--- src/rtl/multicycle_ctrl.sv ---
// Main control FSM for the multicycle MIPS datapath, with memory-ready stalls,
// illegal-opcode flag and retired-instruction counter. Define MULTICYCLE_CTRL_JUMP_EN to enable j.
module multicycle_ctrl #(
  parameter int unsigned CNT_W = 16
) (
  input  logic             clk,
  input  logic             reset,
  input  logic [5:0]       opcode,
  input  logic             mem_ready,
  output logic             PC_write,
  output logic             PC_write_cond,
  output logic             I_or_D,
  output logic             mem_read,
  output logic             mem_write,
  output logic             IR_write,
  output logic             mem_to_reg,
  output logic             reg_dst,
  output logic             reg_write,
  output logic             ALU_src_A,
  output logic [1:0]       ALU_src_B,
  output logic [1:0]       ALU_op,
  output logic [1:0]       PC_source,
  output logic             illegal_op,
  output logic [3:0]       state,
  output logic [CNT_W-1:0] instr_retired
);

  localparam logic [5:0] OP_R   = 6'b000000;
  localparam logic [5:0] OP_LW  = 6'b100011;
  localparam logic [5:0] OP_SW  = 6'b101011;
  localparam logic [5:0] OP_BEQ = 6'b000100;
`ifdef MULTICYCLE_CTRL_JUMP_EN
  localparam logic [5:0] OP_J   = 6'b000010;
`endif

`ifdef MULTICYCLE_CTRL_JUMP_EN
  typedef enum logic [3:0] {
    FETCH   = 4'd0,
    DECODE  = 4'd1,
    MEM_ADR = 4'd2,
    MEM_RD  = 4'd3,
    MEM_WB  = 4'd4,
    MEM_WR  = 4'd5,
    EXEC    = 4'd6,
    ALU_WB  = 4'd7,
    BRANCH  = 4'd8,
    JUMP    = 4'd9
  } state_t;
`else
  typedef enum logic [3:0] {
    FETCH   = 4'd0,
    DECODE  = 4'd1,
    MEM_ADR = 4'd2,
    MEM_RD  = 4'd3,
    MEM_WB  = 4'd4,
    MEM_WR  = 4'd5,
    EXEC    = 4'd6,
    ALU_WB  = 4'd7,
    BRANCH  = 4'd8
  } state_t;
`endif

  state_t           cur_state;
  state_t           nxt_state;
  logic             retire;
  logic             bad_opcode;
  logic [CNT_W-1:0] retired_cnt;

  assign state         = cur_state;
  assign instr_retired = retired_cnt;

  always_comb begin
    nxt_state  = FETCH;
    retire     = 1'b0;
    bad_opcode = 1'b0;
    case (cur_state)
      FETCH:   nxt_state = mem_ready ? DECODE : FETCH;
      DECODE: begin
        case (opcode)
          OP_LW, OP_SW: nxt_state = MEM_ADR;
          OP_R:         nxt_state = EXEC;
          OP_BEQ:       nxt_state = BRANCH;
`ifdef MULTICYCLE_CTRL_JUMP_EN
          OP_J:         nxt_state = JUMP;
`endif
          default: begin
            nxt_state  = FETCH;
            bad_opcode = 1'b1;
          end
        endcase
      end
      MEM_ADR: begin
        if (opcode == OP_SW)      nxt_state = MEM_WR;
        else if (opcode == OP_LW) nxt_state = MEM_RD;
        else                      nxt_state = FETCH;
      end
      MEM_RD:  nxt_state = mem_ready ? MEM_WB : MEM_RD;
      MEM_WB: begin
        nxt_state = FETCH;
        retire    = 1'b1;
      end
      MEM_WR: begin
        nxt_state = mem_ready ? FETCH : MEM_WR;
        retire    = mem_ready;
      end
      EXEC:    nxt_state = ALU_WB;
      ALU_WB: begin
        nxt_state = FETCH;
        retire    = 1'b1;
      end
      BRANCH: begin
        nxt_state = FETCH;
        retire    = 1'b1;
      end
`ifdef MULTICYCLE_CTRL_JUMP_EN
      JUMP: begin
        nxt_state = FETCH;
        retire    = 1'b1;
      end
`endif
      default: nxt_state = FETCH;
    endcase
  end

  // Reset takes priority so an aborted instruction never reaches the counter.
  always_ff @(posedge clk) begin
    if (reset) begin
      cur_state   <= FETCH;
      retired_cnt <= '0;
    end else begin
      cur_state <= nxt_state;
      if (retire) retired_cnt <= retired_cnt + CNT_W'(1);
    end
  end

  always_comb begin
    PC_write      = 1'b0;
    PC_write_cond = 1'b0;
    I_or_D        = 1'b0;
    mem_read      = 1'b0;
    mem_write     = 1'b0;
    IR_write      = 1'b0;
    mem_to_reg    = 1'b0;
    reg_dst       = 1'b0;
    reg_write     = 1'b0;
    ALU_src_A     = 1'b0;
    ALU_src_B     = 2'b00;
    ALU_op        = 2'b00;
    PC_source     = 2'b00;
    illegal_op    = 1'b0;
    if (!reset) begin
      case (cur_state)
        FETCH: begin
          mem_read  = 1'b1;
          ALU_src_B = 2'b01;
          IR_write  = mem_ready;
          PC_write  = mem_ready;
        end
        DECODE: begin
          ALU_src_B  = 2'b11;
          illegal_op = bad_opcode;
        end
        MEM_ADR: begin
          ALU_src_A = 1'b1;
          ALU_src_B = 2'b10;
        end
        MEM_RD: begin
          mem_read = 1'b1;
          I_or_D   = 1'b1;
        end
        MEM_WB: begin
          mem_to_reg = 1'b1;
          reg_write  = 1'b1;
        end
        MEM_WR: begin
          mem_write = 1'b1;
          I_or_D    = 1'b1;
        end
        EXEC: begin
          ALU_src_A = 1'b1;
          ALU_op    = 2'b10;
        end
        ALU_WB: begin
          reg_dst   = 1'b1;
          reg_write = 1'b1;
        end
        BRANCH: begin
          ALU_src_A     = 1'b1;
          ALU_op        = 2'b01;
          PC_write_cond = 1'b1;
          PC_source     = 2'b01;
        end
`ifdef MULTICYCLE_CTRL_JUMP_EN
        JUMP: begin
          PC_write  = 1'b1;
          PC_source = 2'b10;
        end
`endif
        default: ;
      endcase
    end
  end

endmodule

--- config.mk ---
export PLATFORM = sky130hd
export DESIGN_NAME = multicycle_ctrl
export DESIGN_NICKNAME = d
export VERILOG_FILES = /design/src/rtl/multicycle_ctrl.sv
export SDC_FILE = /design/constraint.sdc
export NUM_CORES = 1
export LEC_CHECK = 0
export CORE_UTILIZATION = 44
export CTS_CLUSTER_SIZE = 40
export DETAILED_ROUTE_END_ITERATION = 12
export GPL_TIMING_DRIVEN = 1
export PLACE_DENSITY = 0.79
export SYNTH_ARGS = -nofsm -noshare
export SYNTH_HDL_FRONTEND = slang
export SYNTH_SLANG_ARGS = --single-unit
--- constraint.sdc ---
create_clock -name clk -period 2.11 [get_ports clk]
set_clock_uncertainty 0.15 [all_clocks]
set_input_delay 0.422 -clock clk [delete_from_list [all_inputs] [get_ports clk]]
set_output_delay 0.422 -clock clk [all_outputs]
set_load 0.01 [all_outputs]
==> results of run 1 <==
-- registers in the layout (all words and copies together) (netlist names) --
register	flops
instr_retired	16
state	4
-- timing repair --
action | in CTS | in global routing
resized for setup | 56 | 22
pin swaps | 3 | 2
endpoints found under the setup margin | 18 | 14
gates cloned | 0 | 0
setup buffers | 2 | 0
-- layer usage --
layer  routed length [µm]  part of all wire (%)
met1                 1650                    45
met3                  140                   3.8
met4                   28                  0.76
met5                    0                     0
met2                 1870                    51
-- power groups by stage --
| stage | combinational (mW) | clock (mW) | sequential [mW] |
|---|---|---|---|
| floorplan | 0.0392 | 0 | 0.389 |
| global placement | 0.0931 | 0 | 0.390 |
| detailed placement | 0.0951 | 0 | 0.390 |
| CTS | 0.0973 | 0.182 | 0.382 |
| global route | 0.106 | 0.203 | 0.382 |
| finish | 0.0986 | 0.175 | 0.381 |
-- through the flow --
step,std cells,utilization (%)
6_report,246,74.0
5_1_grt,246,74.0
4_1_cts,246,72.8
3_5_place_dp,241,71.1
3_3_place_gp,241,71.1
2_1_floorplan,158,-
-- cells in the final DEF, fill, tap and decap left out, types with 3 or more instances in the layout --
cell type        synthesis  routed
nor2b_1                  3       3
buf_4                    4      24
a21oi_2                  0       4
and4_1                   5       5
clkdlybuf4s50_1          0      22
clkbuf_4                 0       3
nand2_1                  8       6
dfxtp_1                 20      17
nor2_1                  14      12
buf_2                    2       9
a21oi_1                 14      10
o31ai_1                  6       6
inv_1                    4       3
dlymetal6s2s_1           0       5
dlygate4sd2_1            0       5
nand3_1                  4       4
or3_1                   10       8
o21ai_0                 10      10
or4_1                    6       4
nand4_1                  5       5
xor2_1                   4       4
-- layout make-up --
class / count / area (µm²) / share of cell area, %
inverters: 4 / 15.0 / 0.791
clock buffers: 3 / 22.5 / 1.19
repair buffers: 69 / 597 / 31.4
well taps: 30 / 37.5 / 1.98
multi-input cells: 120 / 821 / 43.2
flip-flops and latches: 20 / 407 / 21.4
-- critical path, stage by stage --
cell and delay [ps]:
clkdlybuf4s50_1 530, nor3_4 60, nor4_1 250, buf_2 190
-- worst max path at each step --
| stage | to | slack, ps | cells after the start | from |
|---|---|---|---|---|
| floorplan | PC_source[0] | 80 | 4 | state[1] |
| global placement | illegal_op | -540 | 5 | opcode[5] |
| detailed placement | illegal_op | -620 | 5 | opcode[5] |
| CTS | illegal_op | -210 | 5 | opcode[5] |
| global route | ALU_src_B[1] | 9 | 4 | state[1] |
| finish | illegal_op | 90 | 4 | opcode[1] |
-- kinds of logic after synthesis --
logic type,count (synthesis)
other cells,1
mux,2
xor+xnor,4
simple gates,73
buf+inv,18
compound gates,39
flops,20
fa+ha+maj,1
==> impl_results.md, run 1 <==
- Net count, final: 228
- Largest family of logic cells by synthesized area: simple AND/OR/NAND/NOR gates
- First-pass GRT wire length: 5880 µm
- CTS sink count: 20
- Synth Cell Area: 0.00125 mm²
- Fin. Hold Viols: 0
- Simple-gate share of the synthesized area: 34.4%
- CTS root buf: clkbuf_4
- DRT Wirelength: 3690 µm
- Dpl hpwl: 2710 µm
- FF-to-FF Start: state[3]
- Crit Path Max Fanout: 2
- Synth Area in Adders: 1.00%
- Internal: 496 µW
- DR DRC count: 0
- Crit path time final: 2020 ps
- Latest clock arrival within the worst-skew pair: 290 ps
- Setup TNS Final: 0 ps
- Sequential fraction of the synthesis area: 32.1%
- Xor and xnor area share after synthesis: 2.81%
- Core Rows: 18
- Global Route met3 Usage: 5.15%
- Vias in the first global route: 1321
- Run status: finished, final reports clean
- Worst r2r dst: instr_retired[14]
- FFs w/ async S/R, synth: 0%
- Final setup viols: 0
- Net Sw Frac: 24.2%
- Die Y: 55.3 µm
- GRT busiest layer: met2
- Worst Hold Path Cells: 2
- Largest net degree at the start of global routing: 22
- Critical path arrival: 1450 ps
- Flop pwr share: 58.2%
- Power per Cell Area: 345 mW/mm²
- Mux cell area share after synthesis: 1.70%
- Inserted Diodes: 0
- Dpl ws: -622 ps
- Final GP Congestion: 0.776
- Worst hold path type: register to register
- Final instance area: 0.00190 mm²
- Gate power share: 15.0%
- Max Cap Violations: 0
- Compound-Gate Fraction of Synth Area: 19.6%
- CP Launch Type: input pin
- Clock Power Share: 26.8%
- Syn Inst Count: 158
- Hold EP: instr_retired[15]
- Kind of critical path: input pin to primary output
- Synth top area share: 32.1%
- Grt met2 use: 39.8%
- Fill count: 200
- Chip Width: 55.3 µm
- I/O Buffers: 44
- Initial antenna violation count: 0
- Top_reg_cell synth: dfxtp_1
- Tot Pwr: 655 µW
- Initial Util: 48.6%
- Syn nets: 168
- Switching Power: 159 µW
- Leakage: 0.806 nW
- CP required: 1540 ps
- Fmax: 495 MHz
- Synth-to-Final Area Change: 52.1%
- Fin crit share: 95.7%
- Vias per cell: 5.93
- R2R Setup Slk: 180 ps
- Synth area leaders: dfxtp_1 32%, a21oi_1 5.6%, or3_1 5.0%
- Max Buffers Root-to-Sink: 2
- Drt wl/cell: 15.0 µm
- Maximum vdd ir drop: 0.423 mV
- Core area: 0.00257 mm²
- Post-synth EDFFs: 0
- Worst Reg-to-Reg Cells: 6
- Via count: 1458
- Most frequent cell after synthesis: dfxtp_1
- DRT iter0 DRCs: 25
- Routed Antenna Nets: 0
- Unrepaired setup endpoints after global routing: false
- CTS buffer count: 3
- 1st-pass router iterations: 4
- Met1 GRT Util: 29.8%
- GRT Util Overall: 23.3%
- Post-place instance area: 0.00183 mm²
- Flops & latches, synth: 20
- H-tree depth: 1
- CTS tree: done
- Biggest area consumer among synthesized cells: dfxtp_1
- IO Pins: 46
- Avg Inst Size Synth: 7.90 µm²
- Clock slew at reported path FFs: 100 ps
- Die area: 0.00305 mm²
- CTS Hold Buffers Added: 0
- Setup slack after layout: 90.6 ps
- Max-slew violations: 0
- Final hold slack: 355 ps
- Synth warn: 0
- Layout cells sized above 1: 28.2%
- Most frequent cells after synthesis: 20 x dfxtp_1, 14 x a21oi_1, 14 x nor2_1
- CP endpoint kind: primary output
- Hold Path Origin: instr_retired[15]
- Total grt overflow: 0
- Number of library cell types mapped by synthesis: 41
No activity file was read; power rests on OpenSTA's default activity.
==> run 2, diff against run 1 <==
--- a/config.mk
+++ b/config.mk
@@ -5,9 +5,11 @@
 export SDC_FILE = /design/constraint.sdc
 export NUM_CORES = 1
 export LEC_CHECK = 0
+export CAP_MARGIN = 20
 export CORE_UTILIZATION = 44
 export CTS_CLUSTER_SIZE = 40
 export DETAILED_ROUTE_END_ITERATION = 12
+export GPL_ROUTABILITY_DRIVEN = 1
 export GPL_TIMING_DRIVEN = 1
 export PLACE_DENSITY = 0.79
 export SYNTH_ARGS = -nofsm -noshare
==> constraint.sdc (replaced) <==
create_clock -name clk -period 2.3 [get_ports clk]
set_clock_uncertainty 0.15 [all_clocks]
set_input_delay 0.46 -clock clk [delete_from_list [all_inputs] [get_ports clk]]
set_output_delay 0.46 -clock clk [all_outputs]
set_load 0.01 [all_outputs]
==> impl_results.md, run 2 (synthesis gave the netlist of run 1 again) <==
- Die area: 0.00305 mm² (unchanged)
- Fin. Hold Viols: 0 (unchanged)
- CTS tree: done (unchanged)
- I/O Buffers: 44 (unchanged)
- Commonest non-fill, non-tap cell in the layout: clkdlybuf4s50_1 (was buf_4)
- Inserted Diodes: 0 (unchanged)
- Run status: finished, final reports clean (unchanged)
- Critical path arrival: 1640 ps (was 1450 ps)
- Most frequent cells in the layout: 27 x clkdlybuf4s50_1, 21 x buf_4, 18 x dfxtp_1 (was 24 x buf_4, 22 x clkdlybuf4s50_1, 17 x dfxtp_1)
- Clock slew at reported path FFs: 120 ps (was 100 ps)
- FF-to-FF Start: state[0] (was state[3])
- DR DRC count: 0 (unchanged)
- Fmax: 444 MHz
- Worst r2r dst: instr_retired[6] (was instr_retired[14])
- WP depth: 4 (unchanged)
- Worst Reg-to-Reg Cells: 6 (unchanged)
- Non-Filler Instances: 244 (was 246)
- Core Rows: 18 (unchanged)
- Routed Antenna Nets: 0 (unchanged)
- First-pass GRT wire length: 5920 µm (was 5880 µm)
- Initial antenna violation count: 0 (unchanged)
- CP required: 1690 ps (was 1540 ps)
- Die Y: 55.3 µm (unchanged)
- Maximum vdd ir drop: 0.483 mV (was 0.423 mV)
- Crit path time final: 2250 ps
- DRT iter0 DRCs: 46 (was 25)
- Fill count: 200 (unchanged)
- CP Launch Type: register (was input pin)
- Chip Width: 55.3 µm (unchanged)
- Vias per cell: 5.91 (was 5.93)
- Critical Path Sink: ALU_src_A (was illegal_op)
- Final GP Congestion: 0.838 (was 0.776)
- H-tree depth: 1 (unchanged)
- IO Pins: 46 (unchanged)
- Slowest stage cell on the critical path: dfxtp_1 (was clkdlybuf4s50_1)
- Final instance area: 0.00187 mm² (was 0.00190 mm²)
- CTS sink count: 20 (unchanged)
- Latest clock arrival within the worst-skew pair: 310 ps (was 290 ps)
- Net count, final: 225 (was 228)
- Delay-heaviest family, CP: flip-flops (was buffers and inverters)
- Largest net degree at the start of global routing: 16 (was 22)
- Total grt overflow: 0 (unchanged)
- Worst hold path type: register to register (unchanged)
- Max Buffers Root-to-Sink: 2 (unchanged)
- Crit Path Max Fanout: 4 (was 2)
- Vias in the first global route: 1354 (was 1321)
- Dpl hpwl: 2700 µm (was 2710 µm)
- CP cell instances: nand2_1, mux2_2, nor3_1, dlygate4sd2_1 (was clkdlybuf4s50_1, nor3_4, nor4_1, buf_2)
- GRT Util Overall: 23.6% (was 23.3%)
- Drt wl/cell: 15.1 µm (was 15.0 µm)
- CP endpoint kind: primary output (unchanged)
- Max FFs per register: 16 (unchanged)
- Buf/Inv on CP: 1 (was 2)
- CP peak stage delay: 450 ps (was 530 ps)
- Core area: 0.00257 mm² (unchanged)
- Layout cells sized above 1: 19.6% (was 28.2%)
- Synth-to-Final Area Change: 50.0% (was 52.1%)
- CTS root buf: clkbuf_4 (unchanged)
- Setup crit start: state[3] (was opcode[1])
- Initial Util: 48.6% (unchanged)
- Kind of critical path: register to primary output (was input pin to primary output)
- CTS Hold Buffers Added: 0 (unchanged)
- Fin crit share: 98.0%
- R2R Setup Slk: 270 ps (was 180 ps)
- 1st-pass router iterations: 4 (unchanged)
- Leakage: 0.765 nW (was 0.806 nW)
- Placed Cells: 239 (was 241)
- Via count: 1441 (was 1458)
- Post-place instance area: 0.00181 mm² (was 0.00183 mm²)
- Max-slew violations: 0 (unchanged)
- CTS buffer count: 3 (unchanged)
- Power per Cell Area: 344 mW/mm² (was 345 mW/mm²)
- Final setup viols: 0 (unchanged)
- DRT Wirelength: 3690 µm (about the same)
- Max Cap Violations: 0 (unchanged)
## run 2: worst min path at each step
stage,from,endpoint,slack [ps],cells after the start
after CTS,instr_retired[15],instr_retired[15],350,2
after floorplan,instr_retired[15],instr_retired[15],350,2
after detailed placement,instr_retired[15],instr_retired[15],330,2
after global routing,instr_retired[14],instr_retired[14],370,2
after global placement,instr_retired[15],instr_retired[15],310,2
final,instr_retired[15],instr_retired[15],350,2
## run 2: stage by stage
stage	setup slack [ps]	utilization, %	hold slack (ps)	setup TNS [ps]	power, mW
2_1_floorplan	234	-	346	0	0.393
3_3_place_gp	-328	70.5	311	-4020	0.440
3_5_place_dp	-350	70.5	335	-5330	0.441
4_1_cts	4.78	72.5	351	0	0.644
5_1_grt	-23.6	73.0	374	-23.6	0.668
6_report	47.1	73.0	346	0	0.645
## run 2: area by class of cell
| class | count | area, µm² | share of cell area (%) |
|---|---|---|---|
| Multi-Input combinational cell | 120 | 785 | 41.9 |
| Timing Repair Buffer | 66 | 597 | 31.9 |
| Sequential cell | 20 | 403 | 21.5 |
| Tap cell | 30 | 37.5 | 2.00 |
| Clock buffer | 4 | 36.3 | 1.94 |
| Inverter | 4 | 15.0 | 0.802 |
## run 2: report_power, final
part	switching (mW)	internal, mW	leakage [nW]
sequential	0.00405	0.348	0.162
combinational	0.0385	0.0445	0.582
clock	0.113	0.0967	0.0210
total	0.156	0.489	0.765
## run 2: worst min-delay path: cells and delay by family (launching register included)
kind / cells / cell delay (ps)
DFF: 1 / 340
AOI/OAI and AO/OA: 2 / 120
## run 2: repair_timing
action	CTS	global route
endpoints found under the setup margin	16	10
gates cloned	0	0
gates resized for setup	29	7
pin swaps	1	2
buffers inserted	1	0
endpoints found under the hold margin	0	0
## run 2: layer usage
metal	track usage, %	vias up	wire length [µm]
met5	0	-	0
li1	-	706	-
met2	41.0	42	1860
met3	4.68	6	125
met1	29.1	687	1660
met4	7.50	0	46
==> run 3, diff against run 2 <==
--- a/config.mk
+++ b/config.mk
@@ -6,12 +6,12 @@
 export NUM_CORES = 1
 export LEC_CHECK = 0
 export CAP_MARGIN = 20
-export CORE_UTILIZATION = 44
+export CORE_UTILIZATION = 36
 export CTS_CLUSTER_SIZE = 40
 export DETAILED_ROUTE_END_ITERATION = 12
 export GPL_ROUTABILITY_DRIVEN = 1
 export GPL_TIMING_DRIVEN = 1
-export PLACE_DENSITY = 0.79
+export PLACE_DENSITY = 0.7
 export SYNTH_ARGS = -nofsm -noshare
 export SYNTH_HDL_FRONTEND = slang
 export SYNTH_SLANG_ARGS = --single-unit
==> constraint.sdc (replaced) <==
create_clock -name clk -period 1.9 [get_ports clk]
set_clock_uncertainty 0.15 [all_clocks]
set_input_delay 0.38 -clock clk [delete_from_list [all_inputs] [get_ports clk]]
set_output_delay 0.38 -clock clk [all_outputs]
set_load 0.01 [all_outputs]
==> impl_results.md, run 3 (synthesis gave the netlist of run 1 again) <==
- Most frequent cells in the layout: 24 x buf_4, 18 x clkdlybuf4s50_1, 17 x buf_2 (was 27 x clkdlybuf4s50_1, 21 x buf_4, 18 x dfxtp_1)
- Chip Width: 60.9 µm (was 55.3 µm)
- CP Launch Type: register (unchanged)
- CP peak stage delay: 380 ps (was 450 ps)
- Die area: 0.00371 mm² (was 0.00305 mm²)
- Largest net degree at the start of global routing: 21 (was 16)
- Inserted Diodes: 0 (unchanged)
- Final GP Congestion: 0.749 (was 0.838)
- Fill count: 302 (was 200)
- CP required: 1370 ps (was 1690 ps)
- Run status: finished, final reports clean (unchanged)
- DR DRC count: 0 (unchanged)
- Die Y: 60.9 µm (was 55.3 µm)
- WP depth: 4 (unchanged)
- Vias in the first global route: 1200 (was 1354)
- Routed Antenna Nets: 0 (unchanged)
- Setup TNS Final: 0 ps (unchanged)
- Initial antenna violation count: 0 (unchanged)
- DRT Wirelength: 3720 µm (was 3690 µm)
- Worst Reg-to-Reg Cells: 6 (unchanged)
- Core area: 0.00334 mm² (was 0.00257 mm²)
- Fmax: 527 MHz
- Delay-heaviest family, CP: simple AND/OR/NAND/NOR gates (was flip-flops)
- I/O Buffers: 44 (unchanged)
- Internal: 548 µW (was 489 µW)
- Worst Hold Path Cells: 2 (unchanged)
- Crit Path Max Fanout: 5 (was 4)
- Tot Pwr: 735 µW (was 645 µW)
- Vias per cell: 5.55 (was 5.91)
- Dpl hpwl: 2580 µm (was 2700 µm)
- CTS buffer count: 3 (unchanged)
- Unrepaired setup endpoints after global routing: true
- Gate power share: 15.3% (was 12.9%)
- Drt wl/cell: 13.9 µm (was 15.1 µm)
- Max Cap Violations: 0 (unchanged)
- Net count, final: 233 (was 225)
- Reg area: 418 µm² (was 403 µm²)
- Fin crit share: 99.8%
- CP endpoint kind: primary output (unchanged)
- H-tree depth: 1 (unchanged)
- Core Rows: 21 (was 18)
- 1st-pass router iterations: 4 (unchanged)
- Layout cells sized above 1: 40.7% (was 19.6%)
- Met3 WL post-DR: 146 µm (was 125 µm)
- Power per Cell Area: 369 mW/mm² (was 344 mW/mm²)
- GRT Util Overall: 19.3% (was 23.6%)
- Slowest stage cell on the critical path: dfxtp_4 (was dfxtp_1)
- Area occupied by multi-input gates: 881 µm² (was 785 µm²)
- Final setup viols: 0 (unchanged)
- CP cell instances: buf_6, nand2b_4, nor4_4, buf_2 (was nand2_1, mux2_2, nor3_1, dlygate4sd2_1)
- Worst hold path type: register to register (unchanged)
- Fin. Hold Viols: 0 (unchanged)
- Commonest non-fill, non-tap cell in the layout: buf_4 (was clkdlybuf4s50_1)
- Clock Power Share: 27.4% (was 32.6%)
- Clock slew at reported path FFs: 110 ps (was 120 ps)
- Net Sw Frac: 25.5% (was 24.2%)
- Leakage: 0.803 nW (was 0.765 nW)
- IO Pins: 46 (unchanged)
- CTS tree: done (unchanged)
- Max FFs per register: 16 (unchanged)
- Switching Power: 187 µW (was 156 µW)
- Post-place instance area: 0.00190 mm² (was 0.00181 mm²)
- First-pass GRT wire length: 5380 µm (was 5920 µm)
- Total grt overflow: 0 (unchanged)
- Flop pwr share: 57.3% (was 54.6%)
- Post-Route Utilization: 59.7% (was 73.0%)
- Latest clock arrival within the worst-skew pair: 300 ps (was 310 ps)
- Max Buffers Root-to-Sink: 2 (unchanged)
- Kind of critical path: register to primary output (unchanged)
- Via count: 1483 (was 1441)
- Crit path time final: 1900 ps
- Synth-to-Final Area Change: 59.5% (was 50.0%)
- DRT iter0 DRCs: 117 (was 46)
- Top Layer Used: met4 (unchanged)
- Max-slew violations: 0 (unchanged)
- Critical path arrival: 1370 ps (was 1640 ps)
- Maximum vdd ir drop: 0.244 mV (was 0.483 mV)
- CTS Hold Buffers Added: 0 (unchanged)
- Buf/Inv on CP: 2 (was 1)
- CTS sink count: 20 (unchanged)
- Final instance area: 0.00199 mm² (was 0.00187 mm²)
- CTS root buf: clkbuf_4 (unchanged)
- Initial Util: 37.4% (was 48.6%)
- Routed metal-1 wire length: 1610 µm (was 1660 µm)
- Met2 WL: 1940 µm (was 1860 µm)
==> run 3: cell count changes in the layout (fill, tap and decap cells not counted), moves of 3 or more <==
cell | before | now
nor2_2 | 0 | 4
buf_4 | 21 | 24
dfxtp_4 | 0 | 3
buf_2 | 1 | 17
buf_6 | 0 | 5
nor2_1 | 13 | 9
a21oi_2 | 0 | 4
dlygate4sd2_1 | 12 | 7
clkdlybuf4s50_1 | 27 | 18
dfxtp_2 | 2 | 5
dfxtp_1 | 18 | 12
a21oi_1 | 14 | 10
==> run 3: what timing repair did <==
| action | in CTS | in global routing |
|---|---|---|
| pin swaps | 13 | 11 |
| endpoints found under the setup margin | 32 | 31 |
| resized for setup | 88 | 38 |
| buffers inserted | 1 | 0 |
==> run 3: cell type report <==
cell class,instances,area share [%]
Inverter,4,0.754
Multi-Input combinational cell,120,44.2
Sequential cell,20,21.0
Tap cell,46,2.89
Timing Repair Buffer,74,30.0
Clock buffer,3,1.13
==> run 3: per-layer routing <==
metal,track usage (%),vias to the layer above
li1,-,721
met1,25.8,727
met2,31.2,33
met3,5.33,2
met4,3.57,0
met5,0,-
==> run 3: final timing paths <==
check	from	to	slack, ps
worst min register to register	instr_retired[15]	instr_retired[15]	340
worst min-delay path	instr_retired[15]	instr_retired[15]	340
worst max-delay path	state[1]	illegal_op	3
worst max register to register	state[1]	instr_retired[6]	20
==> run 3: worst register-to-register path: cells and delay by family, from the launching register on <==
kind | cells | cell delay, ps
AND/OR/NAND/NOR | 2 | 810
AO/OA/AOI/OAI | 2 | 190
buffers and inverters | 2 | 300
flip-flops | 1 | 380
==> run 3: power by group through the flow <==
stage	clock network [mW]	registers, mW	logic (mW)
after global routing	0.219	0.421	0.121
after detailed placement	0	0.432	0.109
after floorplan	0	0.432	0.0450
after CTS	0.200	0.423	0.102
final	0.201	0.421	0.113
after global placement	0	0.432	0.107
==> run 3: per-stage QoR <==
stage                     setup slack [ps]  std cells  hold slack (ps)
after floorplan                       44.1        158              346
after global placement                -592        263              310
after detailed placement              -605        263              320
after CTS                            -11.0        267              335
after global routing                 -49.7        267              379
final                                 2.86        267              336
